## src/rtl/filter_pkg.sv

```systemverilog
// Shared types and constants for the median filter sequencer.
// Latency: n/a (types, constants and a helper function only).
// Backpressure: n/a.
package filter_pkg;

  localparam int FILT_WIN = 8;

  localparam logic [1:0] MODE_MEDIAN = 2'b00;
  localparam logic [1:0] MODE_DIFF   = 2'b01;
  localparam logic [1:0] MODE_BYPASS = 2'b10;

  typedef enum logic [1:0] {
    ST_IDLE  = 2'd0,
    ST_WRITE = 2'd1,
    ST_WAIT  = 2'd2,
    ST_OUT   = 2'd3
  } filt_state_t;

  // The unused encoding 2'b11 falls back to plain median.
  function automatic logic [1:0] norm_mode(input logic [1:0] m);
    return (m == 2'b11) ? MODE_MEDIAN : m;
  endfunction

endpackage

```

## src/rtl/filter_seq.sv

```systemverilog
// Sequencer for the 8-tap median filter: writes samples round-robin into the window, returns one result per sample.
// Latency: accept at edge T -> WRITE at T+1, WAIT for MED_LAT cycles, m_valid at T+2+MED_LAT; one sample in flight.
// Backpressure: s_ready only in IDLE; the result is held in OUT indefinitely until m_ready.
//
// Ports:
//   clk, rst            clock, synchronous active-low reset
//   clear               synchronous flush, restarts window fill
//   mode                output mode (00 median, 01 sample-median, 10 bypass), sampled on accept
//   s_valid/s_ready/s_data   sample input handshake
//   m_valid/m_ready/m_data   result output handshake
//   f_data/f_addr/f_wr/f_sel drive the filter data_in/reg_addr/wr_enable/out_select
//   f_dout              filter data_out
module filter_seq
  import filter_pkg::*;
#(
  parameter int WIN     = FILT_WIN,
  parameter int MED_LAT = 1
) (
  input  logic       clk,
  input  logic       rst,
  input  logic       clear,
  input  logic [1:0] mode,
  input  logic       s_valid,
  input  logic [7:0] s_data,
  output logic       s_ready,
  output logic       m_valid,
  output logic [7:0] m_data,
  input  logic       m_ready,
  output logic [7:0] f_data,
  output logic [2:0] f_addr,
  output logic       f_wr,
  output logic [1:0] f_sel,
  input  logic [7:0] f_dout
);

  localparam int PW = $clog2(WIN);
  localparam int FW = $clog2(WIN + 1);

  localparam logic [PW-1:0] PTR_MAX  = PW'(WIN - 1);
  localparam logic [FW-1:0] FILL_MAX = FW'(WIN);
  localparam logic [3:0]    LAT_INIT = 4'(MED_LAT);

  filt_state_t   state;
  logic [PW-1:0] wptr;
  logic [FW-1:0] fill;
  logic [3:0]    wait_cnt;

  // Handshake flags decode straight from the state; s_ready is also held
  // low for as long as reset is asserted.
  assign s_ready = rst && (state == ST_IDLE);
  assign m_valid = (state == ST_OUT);

  always_ff @(posedge clk) begin
    if (!rst) begin
      state    <= ST_IDLE;
      m_data   <= '0;
      f_wr     <= 1'b0;
      f_addr   <= '0;
      f_data   <= '0;
      f_sel    <= MODE_MEDIAN;
      wptr     <= '0;
      fill     <= '0;
      wait_cnt <= '0;
    end else if (clear) begin
      // Filter storage is left as is: stale slots are overwritten during
      // refill and nothing non-bypass comes out before the window is fresh.
      state    <= ST_IDLE;
      f_wr     <= 1'b0;
      wptr     <= '0;
      fill     <= '0;
      wait_cnt <= '0;
    end else begin
      f_wr <= 1'b0;
      case (state)
        ST_IDLE: begin
          if (s_valid) begin
            // f_data/f_sel stay put until the next accept: in difference
            // mode the filter output is combinational in data_in.
            f_data <= s_data;
            f_sel  <= norm_mode(mode);
            f_addr <= wptr;
            f_wr   <= 1'b1;
            state  <= ST_WRITE;
          end
        end
        ST_WRITE: begin
          wptr     <= (wptr == PTR_MAX) ? '0 : wptr + PW'(1);
          fill     <= (fill == FILL_MAX) ? fill : fill + FW'(1);
          wait_cnt <= LAT_INIT;
          state    <= ST_WAIT;
        end
        ST_WAIT: begin
          if (wait_cnt == 4'd1) begin
            // While the window is still priming only bypass has a
            // meaningful result; otherwise drop it silently.
            if (fill == FILL_MAX || f_sel == MODE_BYPASS) begin
              m_data <= f_dout;
              state  <= ST_OUT;
            end else begin
              state <= ST_IDLE;
            end
          end else begin
            wait_cnt <= wait_cnt - 4'd1;
          end
        end
        ST_OUT: begin
          if (m_ready) state <= ST_IDLE;
        end
        default: state <= ST_IDLE;
      endcase
    end
  end

endmodule
```

## config.mk

```make
export PLATFORM = sky130hd
export DESIGN_NAME = filter_seq
export DESIGN_NICKNAME = d
export VERILOG_FILES = /design/src/rtl/filter_pkg.sv /design/src/rtl/filter_seq.sv
export SDC_FILE = /design/constraint.sdc
export NUM_CORES = 1
export LEC_CHECK = 0
export BUFFER_PORTS_ARGS = -buffer_cell sky130_fd_sc_hd__buf_2
export CORE_MARGIN = 10
export CORE_UTILIZATION = 40
export CTS_CLUSTER_SIZE = 30
export DETAILED_ROUTE_END_ITERATION = 16
export GPL_TIMING_DRIVEN = 0
export PLACE_DENSITY = 0.73
export SETUP_SLACK_MARGIN = 0.05
export SLEW_MARGIN = 5
export SYNTH_ARGS = -nofsm -noshare
export SYNTH_HDL_FRONTEND = slang
export SYNTH_SLANG_ARGS = --single-unit
```

## constraint.sdc

```tcl
create_clock -name clk -period 2.55 [get_ports clk]
set_input_delay 0.51 -clock clk [delete_from_list [all_inputs] [get_ports clk]]
set_output_delay 0.51 -clock clk [all_outputs]
set_load 0.01 [all_outputs]
```

==> results of run 1 <==
## logic make-up (layout without fill, tap and decap cells)
family,Yosys count,count (layout)
multiplexers,9,9
buffers and inverters,16,70
AO/OA/AOI/OAI,39,39
AND/OR/NAND/NOR,79,79
flip-flops,35,35
adder cells (fa/ha/maj),6,6
## sequential cells by signal, summed over array words and instances, names as in the netlist
signal    count
f_data        8
m_data        8
fill          4
wait_cnt      4
f_addr        3
wptr          3
f_sel         2
state         2
f_wr          1
## routing by layer
metal	global-route usage [%]	vias up	part of all wire, %
met5	0	-	0
met1	13.9	626	45
met4	4.72	0	1.4
met3	5.57	6	9.8
met2	16.4	39	44
li1	-	736	-
## worst max path at each step
stage	from	end	slack [ns]
after floorplan	wait_cnt[1]	m_data[0]	0.70
after global placement	wait_cnt[1]	m_data[3]	0.52
after detailed placement	wait_cnt[0]	m_data[5]	0.47
after CTS	wait_cnt[0]	m_data[5]	0.46
after global routing	wait_cnt[0]	m_data[4]	0.35
final	wait_cnt[0]	m_data[5]	0.47
## cell usage in the layout, fill, tap and decap left out, drive strengths merged, types with 3 or more instances in the layout
cell type	netlist	final
inv	6	6
or4b	3	3
o21ai	5	5
nand2b	5	5
clkbuf	6	12
mux2i	9	9
a21boi	14	14
ha	6	6
a21oi	9	9
nand3	4	4
nand3b	5	5
dfxtp	35	35
buf	2	48
nand2	46	46
nor2	3	3
## worst register-to-register path, stage by stage (launching register included)
cell and delay [ns]:
dfxtp_1 0.39, ha_1 0.18, or3b_4 0.41, a2111oi_4 0.76, mux2i_1 0.27
## cell type report
type | instances | area, µm²
repair buffers | 46 | 230
well taps | 50 | 62.6
multi-input cells | 133 | 863
clock buffers | 6 | 72.6
flip-flops and latches | 35 | 701
clock inverters | 2 | 60.1
plain buffers | 10 | 56.3
fillers | 383 | 1930
inverters | 6 | 22.5
## metrics by stage
step           total power [W]  hold slack [ns]  std cells  setup WS [ns]
2_1_floorplan         0.000636            0.448        184          0.696
3_3_place_gp          0.000677            0.438        280          0.522
3_5_place_dp          0.000679            0.442        280          0.471
4_1_cts                0.00127            0.451        288          0.460
5_1_grt                0.00132            0.455        288          0.353
6_report               0.00126            0.448        288          0.475
## report_power, final
group	total [W]	internal (W)	switching, W
registers	0.000564	0.000557	0.00000635
clock network	0.000594	0.000391	0.000203
logic	0.000101	0.0000454	0.0000558
==> results.sh, run 1 <==
export IMPL_hpwl_um=2840
export IMPL_start_util_pct=41.1
export IMPL_min_from="f_addr[1]"
export IMPL_max_slew_worst_pin_slew_ns=0.788
export IMPL_drv_slew=0
export IMPL_cts_tree="done"
export IMPL_cp_max_fo=8
export IMPL_ys_warn_count=0
export IMPL_num_rows=23
export IMPL_synth_xor_area_share_pct=0
export IMPL_dr_pass1_iters=4
export IMPL_cts_buffer_depth=2
export IMPL_cp_end_kind="flop"
export IMPL_drc=0
export IMPL_coreArea_um2=4000
export IMPL_gr_usage_all_layers_pct=11.4
export IMPL_grt_max_degree=12
export IMPL_fmax_mhz=482
export IMPL_worstPathCellList="ha_1 -> or3b_4 -> a2111oi_4 -> mux2i_1"
export IMPL_yosysUniqueCellTypes=37
export IMPL_synthAdderAreaFrac_pct=4.57
export IMPL_ys_dominant_reg_cell="dfxtp_1"
export IMPL_nets=266
export IMPL_setup_violations=0
export IMPL_startpoint_type="flop"
export IMPL_status="finished clean"
export IMPL_grt_pass1_wl_um=6780
export IMPL_cts_htree_levels=2
export IMPL_cts_resized=0
export IMPL_reg2reg_slack_ns=0.47
export IMPL_synth_edf_count=0
export IMPL_ir_drop_v=0.000323
export IMPL_diodes=0
export IMPL_vias_per_cell=4.89
export IMPL_gp_congestion=0.756
export IMPL_port_buffers=46
export IMPL_ios=47
export IMPL_synth_nets=213
export IMPL_grt_setup_unrepaired="false"
export IMPL_synth_compound_area_share_pct=17.1
export IMPL_dpl_cell_area_um2=1940
export IMPL_postRouteAntennaNets=0
export IMPL_drt_wl_total_um=3760
export IMPL_wl_per_cell_um=13.1
export IMPL_cpPeakStageDelay_ns=0.76
export IMPL_synth_seq_cells=35
export IMPL_path_clk_slew_ns=0.07
export IMPL_r2r_start="wait_cnt[0]"
export IMPL_grt_pass1_vias=1444
export IMPL_critical_path_top_delay_family="compound AO/OA/AOI/OAI gates"
export IMPL_design_area_um2=2070
export IMPL_drv_cap=0
export IMPL_clkLatencyLatePin_ns=0.29
export IMPL_fin_crit_ns=2.08
export IMPL_setup_tns_ns=0
export IMPL_cts_root_buffer="clkbuf_8"
export IMPL_worstPathBufferInverterCount=0
export IMPL_syn_avg_cell_area_um2=8.93
export IMPL_slowest_stage="a2111oi_4"
export IMPL_synthMuxAreaShare_pct=5.48
export IMPL_post_cts_setup_buffer_count=0
export IMPL_synth_area_um2=1640
export IMPL_skew_ns=0.00547
export IMPL_overflow=0
export IMPL_regToRegEndpoint="m_data[5]"
export IMPL_synth_top_cell_by_area="dfxtp_1"
export IMPL_power_density_nw_per_um2=609
export IMPL_synth_top_family_by_area="simple AND/OR/NAND/NOR gates"
export IMPL_vias=1407
export IMPL_antenna_found_initial=0
export IMPL_ctsHoldBuffers=0
export IMPL_dieHeight_um=84.1
export IMPL_die_area_um2=7070
export IMPL_clock_sinks=35
export IMPL_first_iter_violations=92
export IMPL_synthTopCellsByArea="dfxtp_1 43%, nand2_1 11%, mux2i_1 5.5%, a21boi_0 4.6%, ha_1 4.6%"
export IMPL_period_share_pct=81.4
export IMPL_yosysMostFrequentCell="nand2_1"
export IMPL_crit_type="flop to flop"
export IMPL_die_w_um=84.1
export IMPL_syn_inst=184
export IMPL_yosysSeqAreaShare_pct=42.7
export IMPL_p_leak_nw=0.843
export IMPL_async_flop_share_pct=0
export IMPL_areaGrowthSynthToFinish_pct=25.9
export IMPL_r2r_cells=4
export IMPL_worstHoldEndpoint="f_addr[1]"
export IMPL_synth_common_cells="46 x nand2_1, 35 x dfxtp_1, 10 x a21boi_0"
export IMPL_holdPathStages=2
export IMPL_hp_class="flop to flop"
export IMPL_layout_drive_gt1_share_pct=25.6
export IMPL_cp_depth=4
export IMPL_worstPathRequired_ns=2.77
export IMPL_hold_viol_final=0
export IMPL_synth_top_cell_area_share_pct=42.7
export IMPL_crit_arrival_ns=2.29
export IMPL_slew_headroom_pct=47.5
export IMPL_numCtsBuffers=5
export IMPL_final_util_pct=51.7
export IMPL_yosys_area_share_simple_pct=25.4
No activity file was read; power rests on OpenSTA's default activity.
==> run 2, diff against run 1 <==
PLACE_DENSITY = 0.76   (was 0.73)
clock period = 1.7 ns   (was 2.55 ns; I/O delays follow)
==> run 2 against run 1 <==
  * Sequential power is 50% higher
  * Fmax is 27% higher
  * Wire length rose by 5.0%
  * Register-to-register slack lost 0.41 ns
  * Hold slack worse by 0.16 ns
  * Highest routed layer unchanged
  * Non-clock buffer count rose by 5
  * First-iteration DRC count down 20%
==> results.sh, run 2 (synthesis results as in run 1) <==
export IMPL_first_iter_violations=74
export IMPL_numCtsBuffers=5
export IMPL_setup_slack_ns=0.0609
export IMPL_slew_headroom_pct=66.6
export IMPL_drt_wl_total_um=3950
export IMPL_vias=1478
export IMPL_finalNonFillerCells=293
export IMPL_totalPowerFinal_w=0.00157
export IMPL_crit_type="flop to flop"
export IMPL_overflow=0
export IMPL_reg2reg_slack_ns=0.06
export IMPL_cts_tree="done"
export IMPL_gp_congestion=0.714
export IMPL_period_share_pct=96.4
export IMPL_layout_drive_gt1_share_pct=31.7
export IMPL_clock_sinks=35
export IMPL_cp_startpoint="wait_cnt[1]"
export IMPL_hold_viol_final=0
export IMPL_dieHeight_um=84.1
export IMPL_final_common_cell="buf_2"
export IMPL_start_util_pct=41.1
export IMPL_port_buffers=46
export IMPL_path_clk_slew_ns=0.06
export IMPL_dr_pass1_iters=4
export IMPL_num_rows=23
export IMPL_reg_top3="f_data (8), m_data (8)"
export IMPL_endpoint="m_data[4]"
export IMPL_worstPathRequired_ns=1.91
export IMPL_status="finished clean"
export IMPL_pre_cts_slack_ns=-0.208
export IMPL_die_area_um2=7070
export IMPL_areaGrowthSynthToFinish_pct=29.3
export IMPL_p_leak_nw=0.875
export IMPL_r2r_cells=6
export IMPL_cp_max_fo=8
export IMPL_postRouteAntennaNets=0
export IMPL_grt_pass1_wl_um=6820
export IMPL_layout_common_cells="47 x buf_2, 46 x nand2_1, 32 x dfxtp_1"
export IMPL_grt_pass1_vias=1486
export IMPL_gr_usage_all_layers_pct=11.3
export IMPL_cts_buffer_depth=2
export IMPL_design_area_um2=2120
export IMPL_hp_class="input port to flop"
export IMPL_holdWs_ns=0.292
export IMPL_cts_htree_levels=2
export IMPL_die_w_um=84.1
export IMPL_clkLatencyLatePin_ns=0.28
export IMPL_ios=47
export IMPL_cts_root_buffer="clkbuf_8"
export IMPL_dpl_cell_area_um2=1950
export IMPL_wl_per_cell_um=13.5
export IMPL_skew_ns=0.00318
export IMPL_crit_arrival_ns=1.85
export IMPL_dp_cells=280
export IMPL_cp_end_kind="flop"
export IMPL_drv_cap=0
export IMPL_regToRegEndpoint="m_data[4]"
export IMPL_power_density_nw_per_um2=739
export IMPL_diodes=0
export IMPL_drc=0
export IMPL_setup_violations=0
export IMPL_drv_slew=0
export IMPL_hpwl_um=2910
export IMPL_antenna_found_initial=0
export IMPL_fmax_mhz=610
export IMPL_ir_drop_v=0.000465
export IMPL_coreArea_um2=4000
export IMPL_grt_max_degree=11
export IMPL_r2r_start="wait_cnt[1]"
export IMPL_grt_setup_unrepaired="true"
export IMPL_max_slew_worst_pin_slew_ns=0.501
export IMPL_startpoint_type="flop"
export IMPL_nets=271
export IMPL_vias_per_cell=5.04
export IMPL_fin_crit_ns=1.64
run 2: cell count changes in the layout (fill, tap and decap cells not counted), sizes merged:
cell	before	now
clkinv	0	1
buf	48	55
bufinv	2	0
clkbuf	12	11
run 2: worst min path at each step:
stage / start / end / cells after the start
after detailed placement: f_data[2] / f_data[2] / 2
final: s_data[2] / f_data[2] / 3
after global routing: s_data[4] / f_data[4] / 3
after CTS: s_data[2] / f_data[2] / 3
after floorplan: wptr[1] / f_addr[1] / 2
after global placement: f_data[2] / f_data[2] / 2
run 2: per-stage QoR:
| step | util, % | setup TNS (ns) |
|---|---|---|
| after detailed placement | 48.8 | -1.62 |
| after CTS | 51.6 | 0 |
| after floorplan | - | 0 |
| after global routing | 53.1 | -0.119 |
| final | 53.1 | 0 |
| after global placement | 48.8 | -1.44 |
run 2: critical path, cell delays in order, from the launching register on:
cell	delay, ns
dfxtp_2	0.33
inv_2	0.08
ha_4	0.13
or3b_4	0.41
a2111oi_4	0.27
buf_12	0.18
mux2i_1	0.17
run 2: where the power goes:
group	internal (W)	leakage, nW	switching, W
clock	0.000287	0.0422	0.000273
sequential	0.000837	0.285	0.0000104
combinational	0.0000746	0.548	0.0000877
total	0.00120	0.875	0.000371
run 2: what timing repair did:
item                       CTS  global route
setup endpoints to repair   14            24
buffers inserted             2             3
pin swaps                    1             1
hold buffers                 0             0
resized for setup            3            16
run 2: layout make-up:
| type | count | area, µm² |
|---|---|---|
| fillers | 375 | 1880 |
| multi-input cells | 133 | 901 |
| flip-flops and latches | 35 | 704 |
| repair buffers | 51 | 280 |
| clock buffers | 7 | 76.3 |
| plain buffers | 10 | 72.6 |
| well taps | 50 | 62.6 |
| inverters | 6 | 22.5 |
| clock inverters | 1 | 5.00 |
run 2: per-layer routing:
metal	GRT usage, %	routed length, µm	vias up	part of all wire [%]
met3	5.47	303	5	7.7
met2	17.7	1860	40	47
met5	0	0	-	0
met4	3.20	31	0	0.79
li1	-	-	747	-
met1	13.1	1760	686	44
